--- config.mk ---
export PLATFORM = sky130hd
export DESIGN_NAME = window_scan_ctrl
export DESIGN_NICKNAME = d
export VERILOG_FILES = /design/src/rtl/window_scan_ctrl.sv
export SDC_FILE = /design/constraint.sdc
export NUM_CORES = 1
export LEC_CHECK = 0
export BUFFER_PORTS_ARGS = -buffer_cell sky130_fd_sc_hd__buf_2
export CAP_MARGIN = 10
export CORE_UTILIZATION = 30
export DETAILED_ROUTE_END_ITERATION = 12
export GPL_TIMING_DRIVEN = 0
export HOLD_SLACK_MARGIN = 0.03
export PLACE_DENSITY = 0.55
export SKIP_CTS_REPAIR_TIMING = 1
export SLEW_MARGIN = 10
export SYNTH_ARGS = -nofsm -noshare
export SYNTH_HDL_FRONTEND = slang
export SYNTH_SLANG_ARGS = --single-unit
--- constraint.sdc ---
create_clock -name clk -period 2.4 [get_ports clk]
set_clock_uncertainty 0.2 [all_clocks]
set_input_delay 0.24 -clock clk [delete_from_list [all_inputs] [get_ports clk]]
set_output_delay 0.24 -clock clk [all_outputs]
set_load 0.005 [all_outputs]
--- src/rtl/window_scan_ctrl.sv ---
// Sequencer for the 3x3-window image memory: streams a binary image in, or scans every valid window in raster order.
// Latency: first read issues on the start edge; window tags reach the outputs RD_LAT cycles after their read; done follows win_last by one cycle.
// Backpressure: i_stall freezes scan issue, but reads already in flight still arrive; the load stream accepts at most one pixel per cycle.
//
// Ports: clk/rst (synchronous, active-high); i_start/i_mode request an operation (0 = scan, 1 = load);
// i_stall holds scan issue; i_pix_valid/i_pix_data/o_pix_ready form the load stream;
// o_mem_* drive the window memory; o_win_* are tags aligned with the memory window outputs;
// o_busy is high while an operation runs; o_done pulses once when it completes.
module window_scan_ctrl #(
    parameter int IMG_COLS = 340,
    parameter int IMG_ROWS = 440,
    parameter int ADDR_W   = 18,
    parameter int RD_LAT   = 3
) (
    input  logic              clk,
    input  logic              rst,
    input  logic              i_start,
    input  logic              i_mode,
    input  logic              i_stall,
    input  logic              i_pix_valid,
    input  logic              i_pix_data,
    output logic              o_pix_ready,
    output logic [ADDR_W-1:0] o_mem_addr,
    output logic              o_mem_ena,
    output logic              o_mem_rd,
    output logic              o_mem_wr,
    output logic              o_mem_din,
    output logic              o_win_valid,
    output logic [8:0]        o_win_row,
    output logic [8:0]        o_win_col,
    output logic              o_win_last,
    output logic              o_busy,
    output logic              o_done
);

    localparam logic [8:0]        LAST_COL   = 9'(IMG_COLS - 3);
    localparam logic [8:0]        LAST_ROW   = 9'(IMG_ROWS - 3);
    localparam logic [ADDR_W-1:0] LAST_WADDR = ADDR_W'(IMG_COLS * IMG_ROWS - 1);
    localparam int                DCW        = $clog2(RD_LAT + 1);

    typedef enum logic [2:0] {S_IDLE, S_LOAD, S_SCAN, S_DRAIN, S_FIN} state_t;

    typedef struct packed {
        logic       vld;
        logic [8:0] row;
        logic [8:0] col;
        logic       last;
    } tag_t;

    state_t            r_state;
    logic [ADDR_W-1:0] r_addr;    // scan: top-left of next window; load: write count
    logic [8:0]        r_row;
    logic [8:0]        r_col;
    logic [DCW-1:0]    r_dcnt;
    logic [ADDR_W-1:0] r_mem_addr;
    logic              r_mem_ena;
    logic              r_mem_rd;
    logic              r_mem_wr;
    logic              r_mem_din;
    logic              r_pix_ready;
    logic              r_busy;
    logic              r_done;
    // Entry 0 is aligned with the registered read; entry RD_LAT with the memory outputs.
    tag_t              r_pipe [0:RD_LAT];

    logic w_row_end;
    logic w_last_win;
    logic w_scan_issue;

    assign w_row_end  = (r_col == LAST_COL);
    assign w_last_win = w_row_end && (r_row == LAST_ROW);
    // The start edge itself issues window (0,0), so the first read lands the cycle after start.
    assign w_scan_issue = !i_stall &&
                          ((r_state == S_SCAN) || ((r_state == S_IDLE) && i_start && !i_mode));

    always_ff @(posedge clk) begin
        if (rst) begin
            r_state     <= S_IDLE;
            r_addr      <= '0;
            r_row       <= '0;
            r_col       <= '0;
            r_dcnt      <= '0;
            r_mem_addr  <= '0;
            r_mem_ena   <= 1'b0;
            r_mem_rd    <= 1'b0;
            r_mem_wr    <= 1'b0;
            r_mem_din   <= 1'b0;
            r_pix_ready <= 1'b0;
            r_busy      <= 1'b0;
            r_done      <= 1'b0;
            for (int i = 0; i <= RD_LAT; i++) r_pipe[i] <= '0;
        end else begin
            r_mem_ena <= 1'b0;
            r_mem_rd  <= 1'b0;
            r_mem_wr  <= 1'b0;
            r_done    <= 1'b0;
            r_pipe[0] <= '0;
            for (int i = 1; i <= RD_LAT; i++) r_pipe[i] <= r_pipe[i-1];

            case (r_state)
                S_IDLE: begin
                    r_addr <= '0;
                    r_row  <= '0;
                    r_col  <= '0;
                    if (i_start) begin
                        r_busy <= 1'b1;
                        if (i_mode) begin
                            r_state     <= S_LOAD;
                            r_pix_ready <= 1'b1;
                        end else begin
                            r_state <= S_SCAN;
                        end
                    end
                end
                S_LOAD: begin
                    if (i_pix_valid) begin
                        r_mem_addr <= r_addr;
                        r_mem_din  <= i_pix_data;
                        r_mem_wr   <= 1'b1;
                        r_mem_ena  <= 1'b1;
                        r_addr     <= r_addr + ADDR_W'(1);
                        if (r_addr == LAST_WADDR) begin
                            r_state     <= S_FIN;
                            r_pix_ready <= 1'b0;
                            r_busy      <= 1'b0;
                            r_done      <= 1'b1;
                        end
                    end
                end
                S_SCAN: begin
                end
                S_DRAIN: begin
                    // Wait for the final tag to reach the pipe tail before signalling done.
                    if (r_dcnt == DCW'(RD_LAT)) begin
                        r_state <= S_FIN;
                        r_busy  <= 1'b0;
                        r_done  <= 1'b1;
                    end else begin
                        r_dcnt <= r_dcnt + DCW'(1);
                    end
                end
                S_FIN: begin
                    r_state <= S_IDLE;
                    r_addr  <= '0;
                    r_row   <= '0;
                    r_col   <= '0;
                end
                default: r_state <= S_IDLE;
            endcase

            // Placed after the case so its counter/state updates take priority.
            if (w_scan_issue) begin
                r_mem_addr <= r_addr;
                r_mem_rd   <= 1'b1;
                r_mem_ena  <= 1'b1;
                r_pipe[0]  <= '{vld: 1'b1, row: r_row, col: r_col, last: w_last_win};
                if (w_row_end) begin
                    // Skip the two columns whose window would run off the row end.
                    r_col  <= '0;
                    r_row  <= r_row + 9'd1;
                    r_addr <= r_addr + ADDR_W'(3);
                end else begin
                    r_col  <= r_col + 9'd1;
                    r_addr <= r_addr + ADDR_W'(1);
                end
                if (w_last_win) begin
                    r_state <= S_DRAIN;
                    r_dcnt  <= '0;
                end
            end
        end
    end

    assign o_pix_ready = r_pix_ready;
    assign o_mem_addr  = r_mem_addr;
    assign o_mem_ena   = r_mem_ena;
    assign o_mem_rd    = r_mem_rd;
    assign o_mem_wr    = r_mem_wr;
    assign o_mem_din   = r_mem_din;
    assign o_win_valid = r_pipe[RD_LAT].vld;
    assign o_win_row   = r_pipe[RD_LAT].row;
    assign o_win_col   = r_pipe[RD_LAT].col;
    assign o_win_last  = r_pipe[RD_LAT].last;
    assign o_busy      = r_busy;
    assign o_done      = r_done;

endmodule

==> run summary <==
=====================================================================================
Run status ............................................................. finished, violations left
Failing checks ......................................................... design-rule violations
Leakage power of the design ............................................     2.634 nW
Overall overflow remaining after global route ..........................            0
Overall die width ......................................................     138.8 µm
Tightest Pin Transition ................................................    0.6675 ns
Routability cong. ......................................................       0.8897
Detailed-route vias per instance .......................................        4.885
Max Clock Freq .........................................................    432.9 MHz
Total standard cell area after synthesis ...............................     5617 µm²
Standard-cell rows .....................................................           49
Wire length per cell after detailed routing ............................     14.41 µm
Post-route fraction of the period consumed by the critical path ........       96.25%
Worst slew margin relative to its limit ................................       55.50%
Number of synthesized flops with an enable pin .........................            0
Layout filler cell count ...............................................         1837
Required time of the worst setup path ..................................      2.53 ns
Total of warnings raised by yosys ......................................            0
Flop and latch count out of synthesis ..................................          146
Chip height ............................................................     138.8 µm
Mapped Cells ...........................................................          618
Clock tree from TritonCTS ..............................................        built
Part of the Yosys area used for sequential elements ....................       52.04%
Quantity of I/O buffers inserted on ports ..............................           51
Num CTS Buffers ........................................................           17
Antenna-violating nets left ............................................            0
Highest-count cells in the layout ignoring fill and taps ............... sky130_fd_sc_hd__dfxtp_1 (140), sky130_fd_sc_hd__nand2_1 (65), sky130_fd_sc_hd__nor2b_1 (63), sky130_fd_sc_hd__buf_2 (57), sky130_fd_sc_hd__a21oi_1 (51)
Area of the multi-input gates ..........................................     2556 µm²
Layout net count .......................................................          705
Clock tree buffer depth ................................................            2
DRC violations left ....................................................           12
Worst slack after detailed placement ...................................   -0.2562 ns
Count of final setup violators .........................................            0
CTS sink cnt ...........................................................          146
Startpoint kind of the worst setup timing path .........................    flip-flop
Yosys cell types .......................................................           61
GR Util All Layers .....................................................       14.06%
# IOs ..................................................................           52
Core footprint .........................................................    18150 µm²
Area of the die ........................................................    19270 µm²
Capturing element type of the critical path ............................    flip-flop
Worst ir drop on vdd ...................................................    0.6623 mV
Layout cells sized above 1 .............................................       20.57%
Largest net degree at the start of global routing ......................           19
Via count ..............................................................         4563
Nets in the synthesized netlist ........................................          631
Sequential standard cell area ..........................................     2930 µm²
Top FF cell, synth ..................................................... sky130_fd_sc_hd__dfxtp_1
Count of antenna diodes in the layout ..................................            0
Post-synthesis average cell area .......................................    9.088 µm²
Post-detail-place hpwl .................................................     8.945 mm
Worst-case setup margin in the final layout ............................   0.08992 ns
Number of detailed-routing iterations run before antenna repair ........            9
H-tree lvl count .......................................................            4
Final count of hold timing violations ..................................            0
Initial antenna violation count ........................................            0
Crit Path Max Fanout ...................................................            8
CTS clk-pin slew, worst paths ..........................................      0.08 ns
Root buffer cell ....................................................... sky130_fd_sc_hd__clkbuf_16
Fin crit period ........................................................     2.310 ns
Pins over their slew limit .............................................            0
Via count of the first global-routing pass .............................         4107
Endpoint arrival time on the critical path .............................      2.44 ns
Worst-Skew Late Latency ................................................      0.43 ns
Aggregate negative setup slack .........................................         0 ns
Initial detailed-routing violation count ...............................          337
Worst hold slack .......................................................   0.06194 ns
Synthesis-to-layout area growth ........................................       24.39%
WL final ...............................................................     13.46 mm
Effective utilization at floorplan .....................................       30.95%
Wire length of the first global-routing pass ...........................     21.16 mm
Power per standard cell area ........................................... 771.9 nW/µm²
Max-cap violations .....................................................            0
Path type of the worst setup path ...................................... flip-flop to flip-flop
Async S/R FF share, synth ..............................................           0%
Most frequent standard cell in the layout excluding fill and tap cells . sky130_fd_sc_hd__dfxtp_1
Worst hold-check path type ............................................. input port to flip-flop
=====================================================================================
[metrics by stage]
stage | instances | util (%) | power (mW) | cell area (µm²)
detailed placement | 898 | 33.94 | 2.756 | 6158
floorplan | 618 | - | 2.669 | 5617
CTS | 930 | 37.29 | 5.430 | 6768
finish | 934 | 38.50 | 5.393 | 6987
global placement | 898 | 33.94 | 2.757 | 6158
global route | 934 | 38.50 | 5.608 | 6987
[path summary, 6_finish.rpt]
path	start	endpoint	slack (ns)	cells after the start
setup / recovery	r_col[2]	r_addr[8]	0.09	7
hold / removal	i_start	r_state[1]	0.06	4
setup reg to reg	r_col[2]	r_addr[8]	0.09	7
hold reg to reg	r_pipe[1][1]	r_pipe[2][1]	0.23	1
[area by class of cell]
type / count / share of cell area [%]
timing repair buffer: 65 / 5.444
clock buffer: 17 / 6.089
inverter: 10 / 0.5910
sequential: 146 / 41.94
clock inverter: 15 / 2.633
buffer: 33 / 2.615
tap: 229 / 4.101
multi-input combinational: 419 / 36.59
[layer usage]
| metal | track usage, % | routed length, µm |
|---|---|---|
| met4 | 4.269 | 169 |
| met2 | 22.22 | 6146 |
| met5 | 0 | 0 |
| met1 | 17.80 | 6311 |
| met3 | 5.180 | 829 |
[flip-flops by register name, indices dropped and copies added (netlist names)]
signal and cells:
o_mem_ena 1, r_state 3, o_done 1, o_mem_rd 1, o_pix_ready 1, r_addr 18, o_mem_din 1, o_mem_wr 1
r_row 9, r_pipe 80, o_mem_addr 18, r_dcnt 2, r_col 9, o_busy 1
[power by group]
group	total (mW)	internal, mW	leakage [nW]	switching (mW)
logic	0.295	0.0953	1.16	0.200
clock network	2.66	1.41	0.291	1.24
registers	2.44	2.44	1.18	0.00771
total	5.39	3.95	2.63	1.45
[cells by family after synthesis]
group	share of synthesized area, %
buffers and inverters	4.099
DFF	52.04
xor gates and xnor gates	0.9356
muxes	0.3564
AOI/OAI and AO/OA	14.70
adders and majority gates	1.337
and+or+nand+nor	26.53
[cell usage after synthesis, types with 6 or more instances]
master	count	area, µm²
sky130_fd_sc_hd__inv_1	10	37.54
sky130_fd_sc_hd__o21ai_0	10	50.05
sky130_fd_sc_hd__buf_2	7	35.03
sky130_fd_sc_hd__nand2_1	67	251.5
sky130_fd_sc_hd__and2_1	20	125.1
sky130_fd_sc_hd__nand3_1	18	90.09
sky130_fd_sc_hd__nor2b_1	64	400.4
sky130_fd_sc_hd__nor4_1	8	50.05
sky130_fd_sc_hd__a21oi_1	51	255.2
sky130_fd_sc_hd__nor3_1	14	70.07
sky130_fd_sc_hd__a311oi_1	6	52.55
sky130_fd_sc_hd__o22ai_1	7	43.79
sky130_fd_sc_hd__or3_1	6	37.54
sky130_fd_sc_hd__ha_1	6	75.07
sky130_fd_sc_hd__and3_1	8	50.05
sky130_fd_sc_hd__nand4_1	8	50.05
sky130_fd_sc_hd__nor2_1	44	165.2
sky130_fd_sc_hd__nand2b_1	7	43.79
sky130_fd_sc_hd__dfxtp_1	146	2923
sky130_fd_sc_hd__clkbuf_1	31	116.4
[worst max-delay path: stages, from the launching register on]
cell and delay, ns:
sky130_fd_sc_hd__dfxtp_1 0.39, sky130_fd_sc_hd__or4b_4 0.58, sky130_fd_sc_hd__o221ai_4 0.27, sky130_fd_sc_hd__and2_4 0.23, sky130_fd_sc_hd__buf_8 0.12, sky130_fd_sc_hd__o22a_1 0.15
sky130_fd_sc_hd__nor2_1 0.05, sky130_fd_sc_hd__a32o_1 0.21
(Power assumes the default switching activity.)
